--- config.mk ---
export PLATFORM = sky130hd
export DESIGN_NAME = uart_cfg_sequencer
export DESIGN_NICKNAME = d
export VERILOG_FILES = /design/src/rtl/uart_cfg_pkg.sv /design/src/rtl/uart_cfg_step_rom.sv /design/src/rtl/uart_cfg_sequencer.sv
export SDC_FILE = /design/constraint.sdc
export NUM_CORES = 1
export LEC_CHECK = 0
export ABC_AREA = 1
export CAP_MARGIN = 20
export CORE_MARGIN = 2
export CORE_UTILIZATION = 46
export CTS_CLUSTER_SIZE = 24
export DETAILED_ROUTE_END_ITERATION = 7
export GPL_TIMING_DRIVEN = 0
export MAX_ROUTING_LAYER = met4
export PLACE_DENSITY = 0.76
export SLEW_MARGIN = 20
export SYNTH_ARGS = -nofsm -noshare
export SYNTH_HDL_FRONTEND = slang
export SYNTH_SLANG_ARGS = --single-unit
--- constraint.sdc ---
create_clock -name clk -period 2.15 [get_ports clk]
set_input_delay 0.5375 -clock clk [delete_from_list [all_inputs] [get_ports clk]]
set_output_delay 0.5375 -clock clk [all_outputs]
set_load 0.05 [all_outputs]
--- src/rtl/uart_cfg_pkg.sv ---
// Shared constants and types for the UART 16550 CSR configuration sequencer.
package uart_cfg_pkg;

  localparam int RBR_THR_DLL = 0;
  localparam int IER_DLM     = 1;
  localparam int IIR_FCR     = 2;
  localparam int LCR         = 3;

  localparam int LCR_DLAB_BIT = 7;
  localparam int STEP_COUNT   = 8;

  typedef enum logic [1:0] {
    ST_IDLE,
    ST_ISSUE,
    ST_GAP,
    ST_FIN
  } state_t;

  typedef enum logic [1:0] {
    ERR_NONE    = 2'd0,
    ERR_TIMEOUT = 2'd1,
    ERR_LCR     = 2'd2,
    ERR_IER     = 2'd3
  } err_code_t;

  // Full LCR byte: software supplies the frame format, the sequencer owns DLAB.
  function automatic logic [7:0] lcr_value(input logic [6:0] frame, input logic dlab);
    logic [7:0] v;
    v = {1'b0, frame};
    v[LCR_DLAB_BIT] = dlab;
    return v;
  endfunction

endpackage

--- src/rtl/uart_cfg_step_rom.sv ---
// Step index to Wishbone transaction decode for the configuration sequence.
module uart_cfg_step_rom
  import uart_cfg_pkg::*;
#(
  parameter int ADDR_WIDTH = 5,
  parameter int DATA_WIDTH = 8
) (
  input  logic [2:0]            step,
  input  logic [15:0]           divisor,
  input  logic [6:0]            lcr_frame,
  input  logic [7:0]            fcr,
  input  logic [3:0]            ier,
  output logic [ADDR_WIDTH-1:0] adr,
  output logic                  we,
  output logic [DATA_WIDTH-1:0] data,
  output logic [DATA_WIDTH-1:0] exp_data,
  output logic [DATA_WIDTH-1:0] mask
);

  // Reads carry zero write data; only the IER readback ignores the upper nibble.
  always_comb begin
    adr      = '0;
    we       = 1'b0;
    data     = '0;
    exp_data = '0;
    mask     = '0;
    case (step)
      3'd0: begin
        adr  = ADDR_WIDTH'(LCR);
        we   = 1'b1;
        data = DATA_WIDTH'(lcr_value(lcr_frame, 1'b1));
      end
      3'd1: begin
        adr  = ADDR_WIDTH'(RBR_THR_DLL);
        we   = 1'b1;
        data = DATA_WIDTH'(divisor[7:0]);
      end
      3'd2: begin
        adr  = ADDR_WIDTH'(IER_DLM);
        we   = 1'b1;
        data = DATA_WIDTH'(divisor[15:8]);
      end
      3'd3: begin
        adr  = ADDR_WIDTH'(LCR);
        we   = 1'b1;
        data = DATA_WIDTH'(lcr_value(lcr_frame, 1'b0));
      end
      3'd4: begin
        adr  = ADDR_WIDTH'(IIR_FCR);
        we   = 1'b1;
        data = DATA_WIDTH'(fcr);
      end
      3'd5: begin
        adr  = ADDR_WIDTH'(IER_DLM);
        we   = 1'b1;
        data = DATA_WIDTH'({4'b0000, ier});
      end
      3'd6: begin
        adr      = ADDR_WIDTH'(LCR);
        exp_data = DATA_WIDTH'(lcr_value(lcr_frame, 1'b0));
        mask     = DATA_WIDTH'(8'hFF);
      end
      3'd7: begin
        adr      = ADDR_WIDTH'(IER_DLM);
        exp_data = DATA_WIDTH'({4'b0000, ier});
        mask     = DATA_WIDTH'(8'h0F);
      end
    endcase
  end

endmodule

--- src/rtl/uart_cfg_sequencer.sv ---
// Wishbone classic master that programs the UART 16550 CSRs and verifies LCR/IER by readback.
module uart_cfg_sequencer
  import uart_cfg_pkg::*;
#(
  parameter int ADDR_WIDTH     = 5,
  parameter int DATA_WIDTH     = 8,
  parameter int TIMEOUT_CYCLES = 255
) (
  input  logic                  clk,
  input  logic                  rstN,
  input  logic                  start,
  input  logic [15:0]           divisor,
  input  logic [6:0]            lcr_frame,
  input  logic [7:0]            fcr,
  input  logic [3:0]            ier,
  output logic                  busy,
  output logic                  done,
  output logic                  err,
  output logic [1:0]            err_code,
  output logic [2:0]            err_step,
  output logic                  wbm_cyc_o,
  output logic                  wbm_stb_o,
  output logic                  wbm_we_o,
  output logic [ADDR_WIDTH-1:0] wbm_adr_o,
  output logic [DATA_WIDTH-1:0] wbm_dat_o,
  output logic [3:0]            wbm_sel_o,
  input  logic [DATA_WIDTH-1:0] wbm_dat_i,
  input  logic                  wbm_ack_i
);

  localparam logic [2:0] LAST_STEP     = 3'(STEP_COUNT - 1);
  localparam logic [8:0] TIMEOUT_LIMIT = 9'(TIMEOUT_CYCLES);

  state_t                state;
  logic [2:0]            step;
  logic [2:0]            rom_step;
  logic [7:0]            tcnt;
  logic [8:0]            tcnt_inc;
  logic [15:0]           div_q;
  logic [6:0]            lcr_q;
  logic [7:0]            fcr_q;
  logic [3:0]            ier_q;
  logic [ADDR_WIDTH-1:0] rom_adr;
  logic                  rom_we;
  logic [DATA_WIDTH-1:0] rom_data;
  logic [DATA_WIDTH-1:0] rom_exp;
  logic [DATA_WIDTH-1:0] rom_mask;
  logic                  read_bad;

  // In GAP the bus registers are loaded for the following step.
  assign rom_step = (state == ST_GAP) ? step + 3'd1 : step;
  assign tcnt_inc = {1'b0, tcnt} + 9'd1;
  assign read_bad = !rom_we && (((wbm_dat_i ^ rom_exp) & rom_mask) != '0);

  uart_cfg_step_rom #(
    .ADDR_WIDTH (ADDR_WIDTH),
    .DATA_WIDTH (DATA_WIDTH)
  ) u_rom (
    .step      (rom_step),
    .divisor   (div_q),
    .lcr_frame (lcr_q),
    .fcr       (fcr_q),
    .ier       (ier_q),
    .adr       (rom_adr),
    .we        (rom_we),
    .data      (rom_data),
    .exp_data  (rom_exp),
    .mask      (rom_mask)
  );

  always_ff @(posedge clk or negedge rstN) begin
    if (!rstN) begin
      state     <= ST_IDLE;
      step      <= '0;
      tcnt      <= '0;
      div_q     <= '0;
      lcr_q     <= '0;
      fcr_q     <= '0;
      ier_q     <= '0;
      busy      <= 1'b0;
      done      <= 1'b0;
      err       <= 1'b0;
      err_code  <= ERR_NONE;
      err_step  <= '0;
      wbm_cyc_o <= 1'b0;
      wbm_stb_o <= 1'b0;
      wbm_we_o  <= 1'b0;
      wbm_adr_o <= '0;
      wbm_dat_o <= '0;
      wbm_sel_o <= '0;
    end else begin
      case (state)
        ST_IDLE: begin
          if (start) begin
            div_q    <= divisor;
            lcr_q    <= lcr_frame;
            fcr_q    <= fcr;
            ier_q    <= ier;
            done     <= 1'b0;
            err      <= 1'b0;
            err_code <= ERR_NONE;
            err_step <= '0;
            busy     <= 1'b1;
            step     <= '0;
            tcnt     <= '0;
            state    <= ST_ISSUE;
          end
        end

        // The first ISSUE cycle after start only loads the bus from the fresh snapshot.
        ST_ISSUE: begin
          if (!wbm_cyc_o) begin
            wbm_cyc_o <= 1'b1;
            wbm_stb_o <= 1'b1;
            wbm_we_o  <= rom_we;
            wbm_adr_o <= rom_adr;
            wbm_dat_o <= rom_data;
            wbm_sel_o <= 4'hF;
          end else if (wbm_ack_i) begin
            wbm_cyc_o <= 1'b0;
            wbm_stb_o <= 1'b0;
            wbm_we_o  <= 1'b0;
            wbm_sel_o <= '0;
            if (read_bad) begin
              err      <= 1'b1;
              err_code <= (step == 3'd6) ? ERR_LCR : ERR_IER;
              err_step <= step;
              state    <= ST_FIN;
            end else if (step == LAST_STEP) begin
              state <= ST_FIN;
            end else begin
              state <= ST_GAP;
            end
          end else if (tcnt_inc == TIMEOUT_LIMIT) begin
            wbm_cyc_o <= 1'b0;
            wbm_stb_o <= 1'b0;
            wbm_we_o  <= 1'b0;
            wbm_sel_o <= '0;
            err       <= 1'b1;
            err_code  <= ERR_TIMEOUT;
            err_step  <= step;
            state     <= ST_FIN;
          end else begin
            tcnt <= tcnt_inc[7:0];
          end
        end

        ST_GAP: begin
          step      <= step + 3'd1;
          tcnt      <= '0;
          wbm_cyc_o <= 1'b1;
          wbm_stb_o <= 1'b1;
          wbm_we_o  <= rom_we;
          wbm_adr_o <= rom_adr;
          wbm_dat_o <= rom_data;
          wbm_sel_o <= 4'hF;
          state     <= ST_ISSUE;
        end

        ST_FIN: begin
          busy  <= 1'b0;
          done  <= !err;
          state <= ST_IDLE;
        end

        default: state <= ST_IDLE;
      endcase
    end
  end

endmodule

[Word-level counts from Yosys, hierarchy flattened]
Index checks and enable logic that the tools add are counted.
Storage, ports and cells
  flip-flop bits (word level): 76
  latch bits: 0
  bits in writable memories: 0
  ROM bits: 0
  input port bits: 47
  output and inout bits: 28
  memories: 0
Operators by class
  $add $sub $neg: 2
  multiply operators: 0
  div/mod/pow operators: 0
  order comparisons: 0
  eq/ne operators: 21
  shifts and indexed selects: 0
  mux-type cells: 59
  bitwise gates (word level): 2
  reduce and logical (&&, ||, !) cells: 22
Operators with widths (number)
  $pmux 8 s6: 1
  $mux 8: 5
  $pmux 8 s2: 2
  $pmux 8 s3: 1
  $pmux 5 s4: 1
  $eq 3x3->1 const B: 6
  $mux 2: 9
  $mux 3: 6
  $mux 1: 17
  $pmux 7 s2: 1
  $mux 4: 3
  $pmux 1 s2: 6
  $pmux 3 s2: 2
  $ne 2x2->1 const B: 5
  $pmux 5 s2: 1
  $reduce_and 2->1: 5
  $reduce_and 5->1: 2
  $add 8x1->9 const B: 1
  $eq 9x8->1 const B: 1
  $and 8x8->8: 1
  $pmux 2 s4: 1
  $pmux 4 s2: 1
  $reduce_bool 2->1: 4
  $reduce_bool 8->1: 1
  18 further kinds: 23

[Longest topological paths before layout]
  word-level depth: 12
  gate-level depth with buffers: 16
  depth with buffers taken out: 16

[Cells and area by module]
From an unflattened synthesis, not the netlist that was laid out.
Unflattened totals
  cells, all modules: 555
  area, all modules: 4149.0 µm²
By module, submodules not included
  uart_cfg_sequencer: instances 1, cells an instance 422, area each 3515.9 µm²
  uart_cfg_step_rom: instances 1, cells an instance 133, area each 633.1 µm²

[Worst setup path after synthesis]
No wires, ideal clock.
  path kind: register -> register
  start: register state[0]
  end: register state[0]
  setup time: 0.121 ns
  data arrival time: 2.038 ns
  setup slack: -0.009 ns
  cell stages (with the launch flop): 15
  period minus slack after synthesis: 2.159 ns
  cells stage by stage: dfrtp_1 > inv_1 > ha_1 > ha_1 > buf_2 > inv_1 > nand4_1 > nand2_1 > nand2_1 > nand3_1 > nand2_2 > nor2_4 > nand3_4 > o21ai_1 > nand2_1
Between the ends
  longest elaborated chain between the ends: 12
  elaborated cells between the ends (all ways): 30
  those cells by class: 13 x eq/ne; 8 x mux; 2 x bitwise; 7 x reduce/logical
RTL lines
  start, declared: RTL line uart_cfg_sequencer.sv:34  | state_t state;
  start signal, assigned: RTL line uart_cfg_sequencer.sv:73  | state <= ST_IDLE;
  start signal, assigned: RTL line uart_cfg_sequencer.sv:106  | state <= ST_ISSUE;
  start signal, assigned: RTL line uart_cfg_sequencer.sv:128  | state <= ST_FIN;
  $eq 2x2->1: RTL line uart_cfg_sequencer.sv:51, uart_cfg_sequencer.sv:92
  $mux 3: RTL line uart_cfg_sequencer.sv:51  | assign rom_step = (state == ST_GAP) ? step + 3'd1 : step;
  $eq 3x3->1: RTL line uart_cfg_step_rom.sv:27  | case (step)
  $pmux 7 s2: RTL line uart_cfg_step_rom.sv:27
  $xor 8x8->8: RTL line uart_cfg_sequencer.sv:53  | assign read_bad = !rom_we && (((wbm_dat_i ^ rom_exp) & rom_mask) != '0);
  $and 8x8->8: RTL line uart_cfg_sequencer.sv:53
  $reduce_bool 8->1: RTL line uart_cfg_sequencer.sv:53
  $logic_and 1x1->1: RTL line uart_cfg_sequencer.sv:53
  $mux 1: RTL line uart_cfg_sequencer.sv:124  | if (read_bad) begin
  $mux 2: RTL line uart_cfg_sequencer.sv:119  | end else if (wbm_ack_i) begin
  $mux 2: RTL line uart_cfg_sequencer.sv:112  | if (!wbm_cyc_o) begin
  $pmux 2 s4: RTL line uart_cfg_sequencer.sv:92  | case (state)
Several ways; a longest one is shown, not always the timed one. The select of a mux whose other input is x is not followed.
A chain may end at the register's enable or synchronous reset.

[Final worst setup path]
  start: register step[0]
  end: register state[0]
Between the ends
  longest elaborated chain between the ends: 12
  elaborated cells between the ends (all ways): 25
  those cells by class: 1 x add/sub; 8 x eq/ne; 9 x mux; 2 x bitwise; 5 x reduce/logical
RTL lines
  start, declared: RTL line uart_cfg_sequencer.sv:35  | logic [2:0] step;
  start signal, assigned: RTL line uart_cfg_sequencer.sv:149  | step <= step + 3'd1;
  $add 3x1->3: RTL line uart_cfg_sequencer.sv:51
  $mux 3: RTL line uart_cfg_sequencer.sv:51
  $eq 3x3->1: RTL line uart_cfg_step_rom.sv:27
  $pmux 7 s2: RTL line uart_cfg_step_rom.sv:27
  $xor 8x8->8: RTL line uart_cfg_sequencer.sv:53
  $and 8x8->8: RTL line uart_cfg_sequencer.sv:53
  $reduce_bool 8->1: RTL line uart_cfg_sequencer.sv:53
  $logic_and 1x1->1: RTL line uart_cfg_sequencer.sv:53
  $mux 1 (*): RTL line uart_cfg_sequencer.sv:124
  $mux 2 (*): RTL line uart_cfg_sequencer.sv:119
  $mux 2 (*): RTL line uart_cfg_sequencer.sv:112
  $pmux 2 s4 (*): RTL line uart_cfg_sequencer.sv:92
  end signal, assigned: RTL line uart_cfg_sequencer.sv:128
  end signal, assigned: RTL line uart_cfg_sequencer.sv:130  | state <= ST_FIN;
  end signal, assigned: RTL line uart_cfg_sequencer.sv:132  | state <= ST_GAP;
Every way passes the cells marked *; elsewhere a longest branch is shown, timed or not. The select of a mux whose other input is x is not followed.

==> metrics.csv <==
metric,value,unit
slew_headroom,0.6532,
cp.required,2.39,ns
cts_buffer_depth,2,
placed_cell_area,4493,um2
critical_path.startpoint_type,flop,
drt_iter0_drc,149,
ys_warn_count,0,
clock_latency,0.35,ns
hp-class,in -> async,
final_design_area_no_fill,5011,um2
cts.root.buffer_cell,clkbuf_8,
initial_core_util,0.4712,
path_max_fanout,8,
regArea,1728,um2
numCtsBuffers,9,
final_cell_mix,"174 x nand2_1, 68 x dfrtp_1, 64 x clkdlybuf4s50_1",
ys_seq_elements,69,
ios,75,
die_x,92.74,um
fin_nets,608,
n_fill_cell,643,
postRouteAntennaNets,0,
failed_checks,negative setup slack,
syn_avg_cell_area,8.049,um2
worst_pin_slew,0.5186,ns
path_class,reg -> reg,
ir_drop,785.1,uV
finClkSkew,0.01276,ns
end_kind,flop,
drv_slew,0,
rows,32,
area_growth,38.34,%
final_common_cell,nand2_1,
grt_overflow,0,
ys_types,39,
grt_max_degree,51,
seq_area_frac_synth,0.4767,
drive_gt1_frac,0.1691,
p_per_area,1433,nW/um2
synthCells,450,
leakagePower,2.403,nW
timing.final.ws_setup,-0.04322,ns
die_h,92.74,um
vias,3383,
core_area,7687,um2
drt_first_pass_iters,4,
globalplace.congestion,0.8373,
finalWirelength,9.053,mm
critPathArrivalTime,2.43,ns
outcome,"complete, but fails checks",
port_buffers,71,
n_antenna_cell,0,
multi_input_area,1759,um2
grt_usage,0.2276,
max-cap-violations,0,
post_drt_via_cell_ratio,5.141,
whs,0.06326,ns
routedWlPerCell,13.76,um
power,7.182,mW
clkSinkCount,69,
fin_tns_setup,-0.2134,ns
fin_crit,2.193,ns
cts_tree,done,
min_period_over_period,1.020,
grt_pass1_wl,14.89,mm
setup_viol,7,
grt_pass1_vias,3249,
antenna_found_initial,0,
die-area,8600,um2
cts.clk_slew.worst_paths,0.08,ns
rsz0062_at_grt,yes,
netlist_area,3622,um2
htreeDepth,3,
fmax,456.0,MHz
hpwl,6.332,mm
drc,0,
hold_viol,0,
[worst paths after layout]
kind	startpoint	to	slack, ns	cells after the start
min in group clk	err_code[0]$_DFFE_PN0P_	err_code[0]$_DFFE_PN0P_	0.47	2
worst max register to register	step[0]$_DFFE_PN0P_	state[0]$_DFFE_PN0P_	-0.04	14
worst max-delay path	step[0]$_DFFE_PN0P_	state[0]$_DFFE_PN0P_	-0.04	14
max in group asynchronous	rstN	wbm_dat_o[7]$_DFFE_PN0P_	1.55	2
worst min register to register	err_code[0]$_DFFE_PN0P_	err_code[0]$_DFFE_PN0P_	0.47	2
worst min-delay path	rstN	step[1]$_DFFE_PN0P_	0.06	1
[metrics by stage]
step / std cells / util / setup slack, ns
after floorplan: 452 / - / 0.05105
after global placement: 625 / 0.5812 / -1.727
after detailed placement: 626 / 0.5845 / -0.2818
after CTS: 653 / 0.6341 / 0.007612
after global routing: 658 / 0.6519 / -0.1500
final: 658 / 0.6519 / -0.04322
[sequential cells by signal, indices dropped and copies added, names as in the netlist]
name	cells
wbm_adr_o	2
wbm_cyc_o	1
wbm_dat_o	8
busy	1
wbm_sel_o	1
err_step	3
tcnt	8
wbm_we_o	1
err	1
done	1
lcr_q	7
step	3
state	2
fcr_q	8
div_q	16
ier_q	4
err_code	2
[Yosys cell counts, drive strengths merged]
| master | n | area, um2 |
|---|---|---|
| xnor2 | 2 | 17.52 |
| nand2 | 184 | 715.7 |
| o21ai | 30 | 161.4 |
| xor2 | 1 | 8.760 |
| nor2 | 16 | 87.58 |
| a31o | 1 | 8.760 |
| o21bai | 1 | 7.510 |
| nor4 | 1 | 12.51 |
| clkbuf | 6 | 22.52 |
| a221oi | 3 | 26.28 |
| conb | 1 | 3.750 |
| nand4 | 10 | 62.56 |
| o31ai | 6 | 45.04 |
| a22oi | 1 | 7.510 |
| ha | 10 | 125.1 |
| o22ai | 4 | 25.02 |
| nand3 | 28 | 170.2 |
| dfrtp | 69 | 1727 |
| a21oi | 9 | 45.04 |
| inv | 44 | 165.2 |
| o211ai | 2 | 15.01 |
| nor3 | 5 | 41.29 |
| o21a | 1 | 7.510 |
| buf | 13 | 98.84 |
| nand3b | 2 | 15.01 |
[kinds of logic (layout without fill, tap and decap cells)]
| family | Yosys count | after routing | synth area share |
|---|---|---|---|
| AO/OA/AOI/OAI | 58 | 58 | 0.09637 |
| other | 1 | 3 | 0.001035 |
| XOR/XNOR | 3 | 3 | 0.007255 |
| adder cells (fa/ha/maj) | 10 | 10 | 0.03454 |
| buffers and inverters | 63 | 167 | 0.07910 |
| flip-flops | 69 | 69 | 0.4767 |
| AND/OR/NAND/NOR | 246 | 246 | 0.3050 |
[where the power goes]
| part | leakage [nW] | internal, mW | switching [mW] |
|---|---|---|---|
| logic | 1.42 | 1.37 | 2.42 |
| clock network | 0.112 | 0.682 | 0.500 |
| registers | 0.870 | 1.83 | 0.380 |
| total | 2.40 | 3.88 | 3.30 |
[worst max-delay path, cell delays in order, from the launching register on]
cell,delay [ns]
dfrtp_1,0.40
ha_2,0.21
ha_4,0.29
nand2_4,0.05
nand2_4,0.09
buf_12,0.12
nand4_1,0.14
nand2_1,0.10
nand2_1,0.07
nand3_2,0.07
nand2_2,0.06
nor2_4,0.13
nand3_4,0.13
o21ai_1,0.16
nand2_1,0.07
[what timing repair did]
action / CTS / global route
buffers inserted: 11 / 5
gates resized for setup: 22 / 23
pin swaps: 10 / 14
hold buffers: 0 / 0
setup endpoints to repair: 22 / 33
[layout make-up]
cell class / instances / area share
well taps: 102 / 0.02547
inverters: 44 / 0.03546
repair buffers: 88 / 0.1725
clock inverters: 6 / 0.01723
flip-flops and latches: 69 / 0.3448
multi-input cells: 320 / 0.3511
plain buffers: 19 / 0.02597
clock buffers: 10 / 0.02747
[layer usage]
layer	up-vias	GRT usage	routed length, um
li1	1651	-	-
met1	1588	0.2709	3812
met5	-	-	0
met3	17	0.03499	474
met2	127	0.3899	4590
met4	0	0.09069	176
Note: power is estimated with default switching activity, not from simulation.
